## src/rtl/exp_pkg.sv

```systemverilog
// Shared constants and types for the exp_series unit: widths, FSM states,
// the 1/n coefficient table and the fixed-point one constants.
package exp_pkg;

  localparam int OP_W  = 16;
  localparam int ACC_W = 18;

  localparam logic [ACC_W-1:0] E_ONE = 18'h10000;
  // 16'hFFFF stands in for 1.0 because Q0.16 cannot represent it exactly.
  localparam logic [OP_W-1:0]  T_ONE = 16'hFFFF;

  typedef enum logic [2:0] {
    IDLE,
    MUL_X,
    MUL_C,
    ACC,
    DONE
  } state_t;

  // Index k holds 1/(k+1) in Q0.16.
  localparam logic [7:0][OP_W-1:0] COEF = {
    16'h2000, 16'h2492, 16'h2AAA, 16'h3333,
    16'h4000, 16'h5555, 16'h8000, 16'hFFFF
  };

endpackage

```

## src/rtl/exp_frac_mul.sv

```systemverilog
// Unsigned 16x16 fractional multiply; returns the upper half of the product
// (truncated, no rounding). Purely combinational.
module exp_frac_mul
  import exp_pkg::*;
(
  input  logic [OP_W-1:0] a,
  input  logic [OP_W-1:0] b,
  output logic [OP_W-1:0] p
);

  logic [2*OP_W-1:0] full;

  assign full = {{OP_W{1'b0}}, a} * {{OP_W{1'b0}}, b};
  assign p    = full[2*OP_W-1:OP_W];

endmodule

```

## src/rtl/exp_series.sv

```systemverilog
// e^x for x in [0,1) as 1 + sum x^n/n!, three cycles per term on one shared
// fractional multiplier. Define EXP_EARLY_EXIT_EN to stop once a term hits zero.
module exp_series
  import exp_pkg::*;
#(
  parameter int N_TERMS = 8
) (
  input  logic             clk,
  input  logic             rst,
  input  logic             start,
  input  logic [OP_W-1:0]  x_in,
  output logic             busy,
  output logic             done,
  output logic [ACC_W-1:0] result
);

  localparam logic [3:0] N_LAST = 4'(N_TERMS);

  state_t            state_q, state_d;
  logic [OP_W-1:0]   x_q, x_d;
  logic [OP_W-1:0]   t_q, t_d;
  logic [ACC_W-1:0]  e_q, e_d;
  logic [3:0]        n_q, n_d;
  logic [ACC_W-1:0]  result_q, result_d;

  logic [2:0]        c_idx;
  logic [OP_W-1:0]   mul_b;
  logic [OP_W-1:0]   prod;
  logic [ACC_W-1:0]  acc_sum;

  assign c_idx   = n_q[2:0] - 3'd1;
  assign mul_b   = (state_q == MUL_C) ? COEF[c_idx] : x_q;
  assign acc_sum = e_q + {2'b00, t_q};

  exp_frac_mul u_mul (
    .a (t_q),
    .b (mul_b),
    .p (prod)
  );

  always_comb begin
    state_d  = state_q;
    x_d      = x_q;
    t_d      = t_q;
    e_d      = e_q;
    n_d      = n_q;
    result_d = result_q;
    case (state_q)
      IDLE: begin
        if (start) begin
          x_d     = x_in;
          t_d     = T_ONE;
          e_d     = E_ONE;
          n_d     = 4'd1;
          state_d = MUL_X;
        end
      end
      MUL_X: begin
        t_d     = prod;
        state_d = MUL_C;
      end
      MUL_C: begin
        t_d     = prod;
        state_d = ACC;
`ifdef EXP_EARLY_EXIT_EN
        // A zero term means every later term is zero too; E is already final.
        if (prod == '0) begin
          state_d  = DONE;
          result_d = e_q;
        end
`endif
      end
      ACC: begin
        e_d = acc_sum;
        if (n_q == N_LAST) begin
          state_d  = DONE;
          result_d = acc_sum;
        end else begin
          n_d     = n_q + 4'd1;
          state_d = MUL_X;
        end
      end
      DONE: begin
        state_d = IDLE;
      end
      default: begin
        state_d = IDLE;
      end
    endcase
  end

  always_ff @(posedge clk or posedge rst) begin
    if (rst) begin
      state_q  <= IDLE;
      x_q      <= '0;
      t_q      <= '0;
      e_q      <= '0;
      n_q      <= '0;
      result_q <= '0;
    end else begin
      state_q  <= state_d;
      x_q      <= x_d;
      t_q      <= t_d;
      e_q      <= e_d;
      n_q      <= n_d;
      result_q <= result_d;
    end
  end

  assign busy   = (state_q != IDLE);
  assign done   = (state_q == DONE);
  assign result = result_q;

endmodule

```

## config.mk

```make
export PLATFORM = sky130hd
export DESIGN_NAME = exp_series
export DESIGN_NICKNAME = d
export VERILOG_FILES = /design/src/rtl/exp_pkg.sv /design/src/rtl/exp_frac_mul.sv /design/src/rtl/exp_series.sv
export SDC_FILE = /design/constraint.sdc
export NUM_CORES = 1
export LEC_CHECK = 0
export ABC_AREA = 1
export CAP_MARGIN = 20
export CORE_MARGIN = 10
export CORE_UTILIZATION = 35
export DETAILED_ROUTE_END_ITERATION = 16
export PLACE_DENSITY_LB_ADDON = 0.25
export SYNTH_ARGS = -nofsm -noshare
export SYNTH_HDL_FRONTEND = slang
export SYNTH_SLANG_ARGS = --single-unit
```

## constraint.sdc

```tcl
create_clock -name clk -period 7.6 [get_ports clk]
set_input_delay 2.28 -clock clk [delete_from_list [all_inputs] [get_ports clk]]
set_output_delay 2.28 -clock clk [all_outputs]
set_load 0.1 [all_outputs]
```

==> metrics.csv <==
metric,value,unit
status,finished clean,
rsz0062_at_grt,false,
crit_fanout,12,
syn-mean-instance-area,7.803,µm²
hold_viol,0,
core_area,34710,µm²
tritoncts,done,
relSlewSlack,32.89,%
synth.yosys.seq_area_share,15.15,%
place.gp.congestion,0.9130,
post-dp-hpwl,29760,µm
min_path_cells,2,
reg2reg_slack,590,ps
hp-class,reg2reg,
max_stage_delay,550,ps
cp_slowest_cell,fa_1,
worstMarginPinSlew,1004,ps
grt_overflow,0,
fin_crit_sh,92.19,%
synth.yosys.warnings,0,
hold_buffers,0,
fin_crit,7006,ps
io_pins,39,
yosysUniqueCellTypes,48,
cts_root_buffer,clkbuf_16,
maxSlewViolCount,0,
diodes,0,
synth-seq-cells,75,
syn2layout_area_growth,10.31,%
synth_cells,1588,
drt_iter0_drc,733,
fp.dieW,208.2,µm
cts_buffer_depth,2,
vias_per_cell,4.946,
synth_edf_count,0,
crit_top_cell,inv_1,
die_h,208.2,µm
hold_start,result[2],
r2r_end,t_q[10],
first_pass_iters,5,
post_drt_wl_per_cell,17.28,µm
clock_sinks,75,
ys.flop_type,dfrtp_1,
dieArea,43330,µm²
startpoint_type,register,
end_kind,register,
clkSlewWorstSetupHoldPaths,60,ps
worstPathBufferInverterCount,9,
nNetsFinal,1957,
portBuffers,38,
arrival,7270,ps
max_freq,0.1427,GHz
wl,35960,µm
rr_worst_depth,32,
r2r-start,n_q[1],
grt_max_degree,48,
worst_skew_pair.late_latency,360,ps
setup_viol,0,
antenna_found_initial,0,
start_util,35.70,%
ant_nets,0,
gr-usage-all-layers,16.61,%
holdPathEnd,result[2],
skew,5.247,ps
path_delay_family,adder cells,
vias,10290,
grt_pass1_wl,57180,µm
syn_area,12390,µm²
synth_fp_nets,1924,
cts.htree.levels,3,
route.detailed.drc,0,
cts_made_buffers,9,
crit_required,7860,ps
critPathKind,reg2reg,
drv_cap,0,
setup_tns,0,ps
drive_gt1_share,4.490,%
synth-async-reset-ratio,100.0,%
fp-row-count,68,
grt_pass1_vias,10480,
## logic make-up after synthesis
kind of cell	after synthesis	share of synthesized area, %
AND/OR/NAND/NOR	631	20.57
buffers and inverters	381	11.70
adder cells (fa/ha/maj)	317	43.76
AO/OA/AOI/OAI	165	7.482
flip-flops	75	15.15
XOR/XNOR	19	1.343
## worst min-delay path: cells and delay by family (launching register included)
family | cells | cell delay (ps)
and+or+nand+nor | 2 | 110
DFF | 1 | 340
## layer usage
| layer | routed length (µm) | track usage (%) | vias up |
|---|---|---|---|
| li1 | - | - | 4862 |
| met1 | 15810 | 21.67 | 5102 |
| met2 | 17050 | 27.39 | 284 |
| met4 | 902 | 5.355 | 0 |
| met3 | 2198 | 2.771 | 44 |
| met5 | 0 | 0 | - |
## Yosys cell counts (2+ instances only)
master / n / area (µm²)
o22ai_1: 2 / 12.51
dfrtp_1: 75 / 1877
nor2_4: 2 / 22.52
a21boi_2: 2 / 22.52
a31oi_1: 6 / 37.54
clkinv_1: 7 / 26.28
a21o_1: 2 / 15.01
nand3_1: 45 / 225.2
buf_1: 4 / 15.01
nor4_1: 3 / 18.77
o21ai_2: 7 / 61.31
clkbuf_1: 24 / 90.09
ha_1: 123 / 1539
o21ai_1: 6 / 30.03
o21a_1: 2 / 15.01
inv_2: 9 / 33.78
buf_2: 7 / 35.03
fa_1: 194 / 3884
a21boi_0: 3 / 22.52
xor2_1: 12 / 105.1
a21oi_1: 57 / 285.3
inv_1: 328 / 1231
nor2_1: 186 / 698.2
nand3_2: 2 / 20.02
nand2_2: 4 / 25.02
or2_2: 3 / 18.77
nor3_1: 14 / 70.07
a211oi_1: 3 / 22.52
nand2_1: 365 / 1370
o21ai_0: 67 / 335.3
xnor2_1: 7 / 61.31
## area by class of cell
class | instances | area (µm²)
fillers | 3633 | 21040
multi-input cells | 1132 | 9065
flip-flops and latches | 75 | 1877
inverters | 344 | 1292
well taps | 455 | 569.3
repair buffers | 59 | 538.0
clock buffers | 11 | 242.7
clock inverters | 5 | 85.08
## cell usage in the layout (no fill, tap or decap), types with 2 or more instances in the layout
cell type	instances
nand2_1	365
inv_1	325
fa_1	194
nor2_1	186
ha_1	123
dfrtp_1	75
o21ai_0	67
a21oi_1	57
nand3_1	45
clkdlybuf4s50_1	38
buf_4	21
nor3_1	14
xor2_1	12
inv_2	11
clkbuf_16	9
xnor2_1	7
o21ai_2	7
clkinv_1	7
a31oi_1	6
o21ai_1	6
nand2_2	4
or2_2	3
nor4_1	3
a211oi_1	3
nor2_4	2
a21boi_0	2
a21boi_1	2
nand3_2	2
a21boi_2	2
o22ai_1	2
o21a_1	2
a21o_1	2
bufinv_16	2
## worst max-delay path by stage
stage	start	cells past startpoint	slack [ps]	end
floorplan	n_q[1]	33	1230	t_q[10]
global placement	n_q[1]	35	770	t_q[11]
detailed placement	n_q[1]	35	610	t_q[11]
CTS	n_q[1]	32	570	t_q[10]
global route	n_q[1]	32	0.6	t_q[10]
finish	n_q[1]	32	590	t_q[10]
## sequential cells by signal, summed over array words and instances, names as in the netlist
register,flops
e_q,18
n_q,4
result,18
state_q,3
t_q,16
x_q,16
## stage by stage
step / util, % / hold WS [ps] / setup slack [ps] / cells / instance area, µm²
after floorplan: - / 441.4 / 1233 / 1588 / 12390
after global placement: 38.41 / 459.6 / 770.0 / 2064 / 13330
after detailed placement: 38.41 / 465.5 / 607.3 / 2064 / 13330
after CTS: 39.36 / 482.4 / 569.3 / 2080 / 13660
after global routing: 39.38 / 494.9 / 0.5871 / 2081 / 13670
final: 39.38 / 484.3 / 593.9 / 2081 / 13670
## repair_timing
| action | 4_1_cts | 5_1_grt |
|---|---|---|
| resized for setup | 0 | 3 |
| hold endpoints to repair | 0 | 0 |
| setup endpoints to repair | 0 | 2 |
| buffers inserted | 0 | 1 |
Power is left out: the tool's default activity adds up to more than one toggle a clock period on the data nets, which glitch-free logic cannot reach.
==> variant: new RTL, same flow settings <==
Encoding of `state_t`: now one-hot (5 bits for 5 states).
--- a/src/rtl/exp_pkg.sv
+++ b/src/rtl/exp_pkg.sv
@@ -10,10 +10,10 @@
   localparam logic [OP_W-1:0]  T_ONE = 16'hFFFF;
 
-  typedef enum logic [2:0] {
-    IDLE,
-    MUL_X,
-    MUL_C,
-    ACC,
-    DONE
+  typedef enum logic [4:0] {
+    IDLE  = 5'b00001,
+    MUL_X = 5'b00010,
+    MUL_C = 5'b00100,
+    ACC   = 5'b01000,
+    DONE  = 5'b10000
   } state_t;
 
Function: same outputs for any inputs over 10 cycles, from zero or initial values and one cycle with rst high; not proved beyond that.
==> variant against the original RTL <==
  * Sequential cell count rose by 2
  * Setup slack worse by 0.10 ns
  * Maximum frequency is 1.5% lower
  * Die area rose by 2.1%
  * Cell count grew 2.0%
  * Global-route usage increased by 0.55 points
  * Final area rose by 2.2%
  * Synthesized area rose by 2.3%
  * Critical path type unchanged
  * First-iteration DRC count is 8.6% higher
  * Routed wire length grew 3.4%
Power is not shown: default switching activity piles up to over one toggle a cycle in this logic, so the estimate is an artifact.
==> variant: results (changes against the original RTL) <==
- Status: finished, final reports clean
- Hold EP: result[3]
- Compound-Gate Fraction of Synth Area: 0.0736 (-0.00117)
- Vias/cell: 4.94 (about the same)
- First DRT Iteration DRCs: 796 (+8.6%)
- GR Util All Layers: 0.172 (+0.00551)
- Number of global-route vias before repair: 10.8k (+3.4%)
- Critical R2R Launch: n_q[0]
- Max-slew headroom: 0.334 (+0.00524)
- Met1 wire length: 16.8 mm (+6.4%)
- Synth Instances: 1,622 (+2.1%)
- FMAX: 141 MHz (-1.5%)
- CP max FO: 10 (-2)
- Seq/Total Area, Yosys: 0.152 (+0.000683)
- Critical path arrival: 7.37 ns (+0.10 ns)
- Fin cells: 2,123 (+2.0%)
- M1 GR Usage: 0.229 (+0.0119)
- Pin count of the biggest net entering global routing: 54 (+13%)
- Reg2reg path depth: 30 (-6.3%)
- DP Area: 13,600 um^2 (+2.2%)
- Placer Congestion: 0.942 (+3.2%)
- Final Skew: 0.00484 ns (-0.000403 ns)
- Setup WS pre-CTS: 0.326 ns (-0.281 ns)
- First-pass GRT wire length: 59.5 mm (+4.1%)
- Met3 usage: 0.0182 (-0.00946)
- Worst hold slack: 0.479 ns (-0.00538 ns)
- Yosys cell types: 52 (+8.3%)
- Ranking of synthesized cells by area: fa_1, dfrtp_1, ha_1, nand2_1, inv_1
- Flop-to-flop setup slack: 0.49 ns (-0.10 ns)
[variant: cell count changes in the layout (fill, tap and decap cells not counted), moves of 4 or more]
cell | before | now
inv_1 | 325 | 334
nand2_1 | 365 | 376
nand2_2 | 4 | 16
a21oi_1 | 57 | 47
nor3_1 | 14 | 18
nand4_1 | 1 | 5
[variant: worst max-delay path by stage]
| stage | end | depth (start not counted) |
|---|---|---|
| global route | t_q[7] | 32 |
| global placement | t_q[11] | 27 |
| finish | t_q[10] | 30 |
| detailed placement | t_q[11] | 32 |
| CTS | t_q[11] | 32 |
| floorplan | t_q[11] | 33 |
[variant: final cells by class]
class                           count  area [um^2]
Multi-Input combinational cell   1155         9260
Inverter                          352         1320
Tap cell                          461          577
Timing Repair Buffer               62          556
Clock buffer                       11          243
Sequential cell                    77         1930
Fill cell                        3738        21700
Clock inverter                      5         82.6
[variant: what timing repair did]
action / 4_1_cts / 5_1_grt
endpoints found under the setup margin: 0 / 10
resized for setup: 0 / 4
buffers inserted: 0 / 2
endpoints found under the hold margin: 0 / 0
